### src/rtl/pmem_arbiter_pkg.sv
// Shared types for the two-port memory arbiter: FSM state, owner encoding
// and default bus widths.
package pmem_arb_pkg;

  localparam int ADDR_W_DEF = 32;
  localparam int DATA_W_DEF = 32;

  typedef enum logic [1:0] {
    IDLE = 2'd0,
    REQ  = 2'd1,
    WAIT = 2'd2,
    RESP = 2'd3
  } state_e;

  typedef enum logic {
    OWN_IFU = 1'b0,
    OWN_LSU = 1'b1
  } owner_e;

endpackage

### src/rtl/pmem_arbiter_if.sv
// Bundle of the IFU, LSU and memory-side signals around the arbiter.
// slave: the arbiter's view. master: the surrounding requesters and memory.
interface pmem_arb_if #(
  parameter int ADDR_W = 32,
  parameter int DATA_W = 32
);

  logic                ifu_req_valid;
  logic                ifu_req_ready;
  logic [ADDR_W-1:0]   ifu_addr;
  logic                ifu_rsp_valid;
  logic [DATA_W-1:0]   ifu_rsp_data;

  logic                lsu_req_valid;
  logic                lsu_req_ready;
  logic [ADDR_W-1:0]   lsu_addr;
  logic                lsu_wen;
  logic [DATA_W-1:0]   lsu_wdata;
  logic [DATA_W/8-1:0] lsu_wmask;
  logic                lsu_rsp_valid;
  logic [DATA_W-1:0]   lsu_rsp_data;

  logic                mem_req_valid;
  logic                mem_req_ready;
  logic [ADDR_W-1:0]   mem_addr;
  logic                mem_wen;
  logic [DATA_W-1:0]   mem_wdata;
  logic [DATA_W/8-1:0] mem_wmask;
  logic                mem_rsp_valid;
  logic [DATA_W-1:0]   mem_rsp_data;

  modport slave (
    input  ifu_req_valid, ifu_addr,
    input  lsu_req_valid, lsu_addr, lsu_wen, lsu_wdata, lsu_wmask,
    input  mem_req_ready, mem_rsp_valid, mem_rsp_data,
    output ifu_req_ready, ifu_rsp_valid, ifu_rsp_data,
    output lsu_req_ready, lsu_rsp_valid, lsu_rsp_data,
    output mem_req_valid, mem_addr, mem_wen, mem_wdata, mem_wmask
  );

  modport master (
    output ifu_req_valid, ifu_addr,
    output lsu_req_valid, lsu_addr, lsu_wen, lsu_wdata, lsu_wmask,
    output mem_req_ready, mem_rsp_valid, mem_rsp_data,
    input  ifu_req_ready, ifu_rsp_valid, ifu_rsp_data,
    input  lsu_req_ready, lsu_rsp_valid, lsu_rsp_data,
    input  mem_req_valid, mem_addr, mem_wen, mem_wdata, mem_wmask
  );

endinterface

### src/rtl/pmem_arbiter_rr_arb2.sv
// Two-way round-robin picker. Bit 0 is the IFU, bit 1 the LSU.
// On contention the requester that did not win last time is granted.
module rr_arb2
  import pmem_arb_pkg::*;
(
  input  logic [1:0] valid_i,
  input  owner_e     last_grant_i,
  output logic [1:0] grant_o
);

  // One-hot grant from the current valids and the previous winner
  always_comb begin
    grant_o = 2'b00;
    case (valid_i)
      2'b01:   grant_o = 2'b01;
      2'b10:   grant_o = 2'b10;
      2'b11:   grant_o = (last_grant_i == OWN_LSU) ? 2'b01 : 2'b10;
      default: grant_o = 2'b00;
    endcase
  end

endmodule

### src/rtl/pmem_arbiter.sv
// Shares one memory port between the IFU (read-only) and the LSU.
// One transaction in flight at a time; the response is returned as a
// single-cycle pulse to whichever requester owns the transaction.
//
// state | meaning
// IDLE  | pick a winner, accept its request
// REQ   | present latched request to memory until accepted
// WAIT  | wait for the memory response, capture its data
// RESP  | pulse rsp_valid to the owner for one cycle
module pmem_arbiter
  import pmem_arb_pkg::*;
#(
  parameter int ADDR_W = ADDR_W_DEF,
  parameter int DATA_W = DATA_W_DEF
) (
  input logic         clk,
  input logic         rst,
  pmem_arb_if.slave   bus
);

  localparam int MASK_W = DATA_W / 8;

  state_e              state_q, state_d;
  owner_e              owner_q, owner_d;
  owner_e              last_q, last_d;
  logic [ADDR_W-1:0]   addr_q, addr_d;
  logic                wen_q, wen_d;
  logic [DATA_W-1:0]   wdata_q, wdata_d;
  logic [MASK_W-1:0]   wmask_q, wmask_d;
  logic [DATA_W-1:0]   ifu_data_q, ifu_data_d;
  logic [DATA_W-1:0]   lsu_data_q, lsu_data_d;

  logic [1:0]          grant;
  logic                ifu_ready, lsu_ready;
  logic                mem_valid;
  logic                ifu_pulse, lsu_pulse;

  rr_arb2 u_rr_arb2 (
    .valid_i      ({bus.lsu_req_valid, bus.ifu_req_valid}),
    .last_grant_i (last_q),
    .grant_o      (grant)
  );

  // Next-state, request latching and handshake outputs
  always_comb begin
    state_d    = state_q;
    owner_d    = owner_q;
    last_d     = last_q;
    addr_d     = addr_q;
    wen_d      = wen_q;
    wdata_d    = wdata_q;
    wmask_d    = wmask_q;
    ifu_data_d = ifu_data_q;
    lsu_data_d = lsu_data_q;
    ifu_ready  = 1'b0;
    lsu_ready  = 1'b0;
    mem_valid  = 1'b0;
    ifu_pulse  = 1'b0;
    lsu_pulse  = 1'b0;

    case (state_q)
      IDLE: begin
        // Ready is withheld during reset so no requester sees a phantom accept
        ifu_ready = grant[0] & ~rst;
        lsu_ready = grant[1] & ~rst;
        if (ifu_ready) begin
          addr_d  = bus.ifu_addr;
          wen_d   = 1'b0;
          wdata_d = '0;
          wmask_d = '0;
          owner_d = OWN_IFU;
          last_d  = OWN_IFU;
          state_d = REQ;
        end else if (lsu_ready) begin
          addr_d  = bus.lsu_addr;
          wen_d   = bus.lsu_wen;
          wdata_d = bus.lsu_wdata;
          wmask_d = bus.lsu_wmask;
          owner_d = OWN_LSU;
          last_d  = OWN_LSU;
          state_d = REQ;
        end
      end
      REQ: begin
        mem_valid = 1'b1;
        if (bus.mem_req_ready) state_d = WAIT;
      end
      WAIT: begin
        if (bus.mem_rsp_valid) begin
          if (owner_q == OWN_IFU) ifu_data_d = bus.mem_rsp_data;
          else                    lsu_data_d = bus.mem_rsp_data;
          state_d = RESP;
        end
      end
      RESP: begin
        ifu_pulse = (owner_q == OWN_IFU);
        lsu_pulse = (owner_q == OWN_LSU);
        state_d   = IDLE;
      end
      default: state_d = IDLE;
    endcase
  end

  // State and datapath registers with synchronous reset
  always_ff @(posedge clk) begin
    if (rst) begin
      state_q    <= IDLE;
      owner_q    <= OWN_IFU;
      last_q     <= OWN_LSU;
      addr_q     <= '0;
      wen_q      <= 1'b0;
      wdata_q    <= '0;
      wmask_q    <= '0;
      ifu_data_q <= '0;
      lsu_data_q <= '0;
    end else begin
      state_q    <= state_d;
      owner_q    <= owner_d;
      last_q     <= last_d;
      addr_q     <= addr_d;
      wen_q      <= wen_d;
      wdata_q    <= wdata_d;
      wmask_q    <= wmask_d;
      ifu_data_q <= ifu_data_d;
      lsu_data_q <= lsu_data_d;
    end
  end

  assign bus.ifu_req_ready = ifu_ready;
  assign bus.lsu_req_ready = lsu_ready;
  assign bus.ifu_rsp_valid = ifu_pulse;
  assign bus.lsu_rsp_valid = lsu_pulse;
  assign bus.ifu_rsp_data  = ifu_data_q;
  assign bus.lsu_rsp_data  = lsu_data_q;
  assign bus.mem_req_valid = mem_valid;
  assign bus.mem_addr      = addr_q;
  assign bus.mem_wen       = wen_q;
  assign bus.mem_wdata     = wdata_q;
  assign bus.mem_wmask     = wmask_q;

endmodule
### src/flat_wrapper.sv
// flat-port wrapper written by rule: the top's interface ports become plain ports
module pmem_arbiter_flat import pmem_arb_pkg::*;
#(
  parameter int ADDR_W = ADDR_W_DEF,
  parameter int DATA_W = DATA_W_DEF
)
  (clk, rst, bus_ifu_req_valid, bus_ifu_addr, bus_lsu_req_valid, bus_lsu_addr, bus_lsu_wen, bus_lsu_wdata, bus_lsu_wmask, bus_mem_req_ready, bus_mem_rsp_valid, bus_mem_rsp_data, bus_ifu_req_ready, bus_ifu_rsp_valid, bus_ifu_rsp_data, bus_lsu_req_ready, bus_lsu_rsp_valid, bus_lsu_rsp_data, bus_mem_req_valid, bus_mem_addr, bus_mem_wen, bus_mem_wdata, bus_mem_wmask);
  pmem_arb_if #(.ADDR_W(ADDR_W), .DATA_W(DATA_W)) bus_i ();
  input logic clk;
  input logic rst;
  input wire logic [$bits(bus_i.ifu_req_valid)-1:0] bus_ifu_req_valid;
  input wire logic [$bits(bus_i.ifu_addr)-1:0] bus_ifu_addr;
  input wire logic [$bits(bus_i.lsu_req_valid)-1:0] bus_lsu_req_valid;
  input wire logic [$bits(bus_i.lsu_addr)-1:0] bus_lsu_addr;
  input wire logic [$bits(bus_i.lsu_wen)-1:0] bus_lsu_wen;
  input wire logic [$bits(bus_i.lsu_wdata)-1:0] bus_lsu_wdata;
  input wire logic [$bits(bus_i.lsu_wmask)-1:0] bus_lsu_wmask;
  input wire logic [$bits(bus_i.mem_req_ready)-1:0] bus_mem_req_ready;
  input wire logic [$bits(bus_i.mem_rsp_valid)-1:0] bus_mem_rsp_valid;
  input wire logic [$bits(bus_i.mem_rsp_data)-1:0] bus_mem_rsp_data;
  output wire logic [$bits(bus_i.ifu_req_ready)-1:0] bus_ifu_req_ready;
  output wire logic [$bits(bus_i.ifu_rsp_valid)-1:0] bus_ifu_rsp_valid;
  output wire logic [$bits(bus_i.ifu_rsp_data)-1:0] bus_ifu_rsp_data;
  output wire logic [$bits(bus_i.lsu_req_ready)-1:0] bus_lsu_req_ready;
  output wire logic [$bits(bus_i.lsu_rsp_valid)-1:0] bus_lsu_rsp_valid;
  output wire logic [$bits(bus_i.lsu_rsp_data)-1:0] bus_lsu_rsp_data;
  output wire logic [$bits(bus_i.mem_req_valid)-1:0] bus_mem_req_valid;
  output wire logic [$bits(bus_i.mem_addr)-1:0] bus_mem_addr;
  output wire logic [$bits(bus_i.mem_wen)-1:0] bus_mem_wen;
  output wire logic [$bits(bus_i.mem_wdata)-1:0] bus_mem_wdata;
  output wire logic [$bits(bus_i.mem_wmask)-1:0] bus_mem_wmask;
  assign bus_i.ifu_req_valid = bus_ifu_req_valid;
  assign bus_i.ifu_addr = bus_ifu_addr;
  assign bus_i.lsu_req_valid = bus_lsu_req_valid;
  assign bus_i.lsu_addr = bus_lsu_addr;
  assign bus_i.lsu_wen = bus_lsu_wen;
  assign bus_i.lsu_wdata = bus_lsu_wdata;
  assign bus_i.lsu_wmask = bus_lsu_wmask;
  assign bus_i.mem_req_ready = bus_mem_req_ready;
  assign bus_i.mem_rsp_valid = bus_mem_rsp_valid;
  assign bus_i.mem_rsp_data = bus_mem_rsp_data;
  assign bus_ifu_req_ready = bus_i.ifu_req_ready;
  assign bus_ifu_rsp_valid = bus_i.ifu_rsp_valid;
  assign bus_ifu_rsp_data = bus_i.ifu_rsp_data;
  assign bus_lsu_req_ready = bus_i.lsu_req_ready;
  assign bus_lsu_rsp_valid = bus_i.lsu_rsp_valid;
  assign bus_lsu_rsp_data = bus_i.lsu_rsp_data;
  assign bus_mem_req_valid = bus_i.mem_req_valid;
  assign bus_mem_addr = bus_i.mem_addr;
  assign bus_mem_wen = bus_i.mem_wen;
  assign bus_mem_wdata = bus_i.mem_wdata;
  assign bus_mem_wmask = bus_i.mem_wmask;
  pmem_arbiter #(.ADDR_W(ADDR_W), .DATA_W(DATA_W)) u_core (.clk(clk), .rst(rst), .bus(bus_i));
endmodule
### config.mk
export PLATFORM = sky130hd
export DESIGN_NAME = pmem_arbiter_flat
export DESIGN_NICKNAME = d
export VERILOG_FILES = /design/src/rtl/pmem_arbiter_pkg.sv /design/src/rtl/pmem_arbiter_if.sv /design/src/rtl/pmem_arbiter_rr_arb2.sv /design/src/rtl/pmem_arbiter.sv /design/src/flat_wrapper.sv
export SDC_FILE = /design/constraint.sdc
export NUM_CORES = 1
export LEC_CHECK = 0
export BUFFER_PORTS_ARGS = -buffer_cell sky130_fd_sc_hd__buf_2
export CAP_MARGIN = 10
export CORE_AREA = 2 2 112 114
export DETAILED_ROUTE_END_ITERATION = 10
export DIE_AREA = 0 0 114 116
export GPL_TIMING_DRIVEN = 0
export PLACE_DENSITY = 0.83
export SYNTH_ARGS = -nofsm -noshare
export SYNTH_HDL_FRONTEND = slang
export SYNTH_HIERARCHICAL = 1
export SYNTH_SLANG_ARGS = --single-unit
### constraint.sdc
create_clock -name clk -period 2.4 [get_ports clk]
set_clock_uncertainty 0.1 [all_clocks]
set_input_delay 0.24 -clock clk [delete_from_list [all_inputs] [get_ports clk]]
set_output_delay 0.24 -clock clk [all_outputs]
set_load 0.005 [all_outputs]
Word level (Yosys, flattened, before mapping). Index checks and enable logic that the tools add are counted.

$add $sub $neg: 0. Multiply operators: 0. Div/mod/pow operators: 0. Magnitude comparators: 0. Equality and inequality tests: 9. Shifts and indexed selects: 0. Mux-type cells: 22. Bitwise gates (word level): 4. Reductions and logical operators: 6.

Operators by type and width (count): $mux W32 (4); $mux W2 (5); $mux W1 (9); $reduce_and A3 Y1 (3); $eq A2 B2 Y1 const B (4); $mux W4 (2); $pmux W2 S4 (1); $pmux W2 S3 (1); $eq A2 B1 Y1 const B (2); $ne A2 B2 Y1 const B (2); $ne A3 B1 Y1 const B (1); $and A1 B1 Y1 (2); $logic_not A2 Y1 (1); $not A1 Y1 (2); $reduce_and A2 Y1 (1); $reduce_bool A2 Y1 (1).

Register bits after elaboration: 137. Bits in latches: 0. RAM bits: 0. Bits in read-only memories: 0. Input bits: 139. Output and inout port bits: 138. Logic and storage cells: 50. Memories kept: 0.

Depth between registers and ports, before layout.
Depth in word-level cells: 6. Mapped depth: 9. Mapped depth without buffers: 5.

Cells and area by module. Netlist, hierarchy kept.

Modules (own cells, without submodules): pmem_arbiter (times used 1, cells each 546, area an instance 5260.0 sq um); rr_arb2 (times used 1, cells each 3, area an instance 18.8 sq um).

Worst setup path before layout. No wires, ideal clock.

Path kind: flip-flop to flip-flop. Start: register u_core.state_q[0]. End: register u_core.wdata_q[10] (netlist: u_core/bus.mem_wdata[10]). Arrival: 1.664 ns. Required time: 2.183 ns. Path slack: 0.519 ns. Cell stages (with the launch flop): 9. Path buffers: 3. Period minus slack after synthesis: 1.881 ns. Path through: dfxtp_1 -> inv_1 -> ha_1 -> nor2b_1 -> buf_2 -> and3b_1 -> buf_2 -> buf_4 -> a22o_1.

Longest elaborated chain between the ends: 2.

Ends and longest elaborated chain: start, declared (RTL line pmem_arbiter.sv:23) `state_e state_q, state_d;`; start signal, assigned (RTL line pmem_arbiter.sv:117) `state_q <= state_d;`; $logic_not A2 Y1 (RTL line pmem_arbiter.sv:61) `case (state_q)`; $reduce_and A2 Y1 (no source line); end signal, assigned (RTL line pmem_arbiter.sv:122) `wdata_q <= wdata_d;`; end, declared (RTL line pmem_arbiter.sv:28) `logic [DATA_W-1:0] wdata_q, wdata_d;`.

Every way passes these cells. A chain may end at the register's enable or synchronous reset.

Worst setup path after layout.
Start: register u_core.state_q[0]. End: output bus_lsu_req_ready.

Longest elaborated chain between the ends: 2.

Ends and longest elaborated chain: $logic_not A2 Y1 (RTL line pmem_arbiter.sv:61); $mux W1 (RTL line pmem_arbiter.sv:61); end, declared (RTL line flat_wrapper.sv:24) `output wire logic [$bits(bus_i.lsu_req_ready)-1:0] bus_lsu_req_ready;`.

Every way passes these cells.

==> flow_summary.yaml <==
clocking:
  cts.sinks: 137
  numCtsBuffers: 17
  path_clk_slew_ns: 0.06
  h-tree-depth: 4
  clk_path_buf_depth: 2
  postCtsSetupBuffers: 0
  root_buffer: "clkbuf_16"
  clkLatencyLatePin_ns: 0.41
  cts_tree: "built"
setup_path:
  cp.arrival_ns: 1.90
  startpoint_type: "flip-flop"
  end_kind: "output port"
  critical_path.max_fanout: 10
  required_ns: 2.06
  critPathKind: "flip-flop to output port"
  reg2reg_depth: 8
sta:
  layout_setup_ws_ns: 0.158
  rsz0062_at_grt: "false"
  fin_setup_tns_ns: 0
  drv_slew: 0
  fmax_mhz: 446
  min_period_ns: 2.24
  worst_slew_pin_slew_ns: 0.697
  finalHoldViolations: 0
  post-route-period-util: 0.934
  slew_headroom: 0.535
  setup_viol: 0
min_path:
  holdCritPathClass: "primary input to flip-flop"
  whs_path_depth: 3
global_route:
  grt.total_usage: 0.272
  grt_pass1_vias: 5597
  antenna_found_initial: 0
  top_usage_layer: "met2"
  overflow: 0
  gr-usage-met1: 0.278
  use_met2: 0.498
  grt_util_met3: 0.102
  grt_start_max_net_pins: 20
  grt_first_pass_wirelength_um: 27900
floorplan:
  die_y_um: 116
  initial_core_util: 0.443
  die_w_um: 114
  num_rows: 40
  ioPinCount: 277
  die_area_um2: 13200
  core_um2: 11900
route:
  initialDrtViolationCount: 317
  num_vias: 5548
  antenna_left: 0
  post-route-drc-count: 0
  wl_um: 18600
  routedWlPerCell_um: 17.3
  via_per_inst: 5.18
  first_pass_iters: 5
logic_synthesis:
  synth_top_area_share: 0.520
  yosysUniqueCellTypes: 32
  syn_inst: 549
  syn_area_um2: 5280
  synth_area_leaders: "dfxtp_1 52%, a21oi_1 9.3%, nand2_1 9.1%"
  ys_ff_latch: 137
  ys_seq_area_frac: 0.520
  synth_top_area_cell: "dfxtp_1"
  syn-num-nets: 693
  avgSynthCellArea_um2: 9.62
  yosys_warnings: 6
status:
  status: "finished clean"
placement:
  post-dp-hpwl_um: 11600
  port_buffers: 275
  gp_congestion: 0.798
  placed_cells: 971
  place_ws_ns: 0.304
final_layout:
  final_cells: 1071
  layout_commonest_cell: "buf_2"
  final_cell_mix: "280 x buf_2, 137 x dfxtp_1, 128 x nand2_1"
  ff_latch_area_um2: 2740
  fin_util: 0.686
  multi_input_area_um2: 2270
  fillers: 907
  syn_to_final_growth_pct: 54.9
  nNetsFinal: 1055
  num_antenna_cells: 0
  drive_gt1_frac: 0.386
pwr:
  p_leak_uw: 0.00377
  power_density_nw_per_um2: 893
  peakVddDrop_v: 0.000702
job:
  drv_cap: 0
[kinds of logic after synthesis]
| family | after synthesis | share of synthesized area |
|---|---|---|
| AO/OA/AOI/OAI | 175 | 0.241 |
| AND/OR/NAND/NOR | 148 | 0.116 |
| flip-flops | 137 | 0.520 |
| buffers and inverters | 52 | 0.0505 |
| multiplexers | 32 | 0.0607 |
| adder cells (fa/ha/maj) | 5 | 0.0119 |
[metrics by stage]
stage / cell area (um2) / power [uW] / hold WS (ns)
finish: 8180 / 7300 / 0.108
global route: 8180 / 7630 / 0.104
detailed placement: 6840 / 4370 / 0.343
CTS: 8170 / 7270 / 0.0918
global placement: 6840 / 4330 / 0.338
floorplan: 5280 / 3750 / 0.273
[report_power, final]
part	switching (uW)	internal (uW)
sequential	151	2550
clock	1010	1810
combinational	961	820
[per-layer routing]
layer,vias up,routed length [um]
met5,-,0
met3,53,1670
met1,2555,6800
li1,2636,-
met4,0,620
met2,304,9470
[timing repair]
| action | in CTS | in global routing |
|---|---|---|
| endpoints found under the setup margin | 1 | 1 |
| hold buffers | 69 | 0 |
| gates resized for setup | 0 | 3 |
| hold endpoints to repair | 99 | 0 |
[layout make-up]
cell class / count / area share
Multi-Input combinational cell: 360 / 0.278
Timing Repair Buffer: 344 / 0.253
Buffer: 47 / 0.0306
Clock buffer: 20 / 0.0559
Tap cell: 147 / 0.0225
Inverter: 4 / 0.00184
Clock inverter: 12 / 0.0231
Sequential cell: 137 / 0.335
[critical path: stages, from the launching register on]
cell and delay, ns:
dfxtp_1 0.34, inv_1 0.11, ha_2 0.24, nor2b_1 0.13, buf_2 0.21, buf_4 0.21, and2_1 0.13, buf_2 0.12
[cells in the mapped netlist, drive strengths merged]
cell type	number
mux2i	32
o21a	2
nor2	1
ha	5
a21oi	99
inv	4
nor4	1
buf	18
clkbuf	30
a22o	37
o21ai	1
nand2	128
nor3b	1
nand3b	1
and3	1
o31a	2
and2	5
a211oi	32
nor4b	1
nor2b	4
nor3	1
a21boi	2
and3b	2
or2	1
dfxtp	137
nand3	1
[sequential cells by signal, summed over array words and instances (netlist names)]
register / flops
u_core/bus.ifu_rsp_data: 32
u_core/bus.mem_wmask: 4
u_core/owner_q: 1
u_core/bus.mem_wdata: 32
u_core/state_q: 2
u_core/last_q: 1
u_core/bus.mem_addr: 32
u_core/bus.lsu_rsp_data: 32
u_core/bus.mem_wen: 1
[worst paths after layout]
kind	slack (ns)	end	from
setup / recovery	0.16	bus_lsu_req_ready	u_core/state_q[0]$_SDFFE_PP0P_
hold / removal	0.11	u_core/bus.mem_addr[27]$_SDFFE_PP0P_	bus_lsu_addr[27]
setup reg to reg	0.16	u_core/bus.mem_addr[12]$_SDFFE_PP0P_	u_core/last_q$_SDFFE_PP1P_
hold reg to reg	0.35	u_core/bus.lsu_rsp_data[28]$_SDFFE_PP0P_	u_core/bus.lsu_rsp_data[28]$_SDFFE_PP0P_
(Power assumes the default switching activity.)
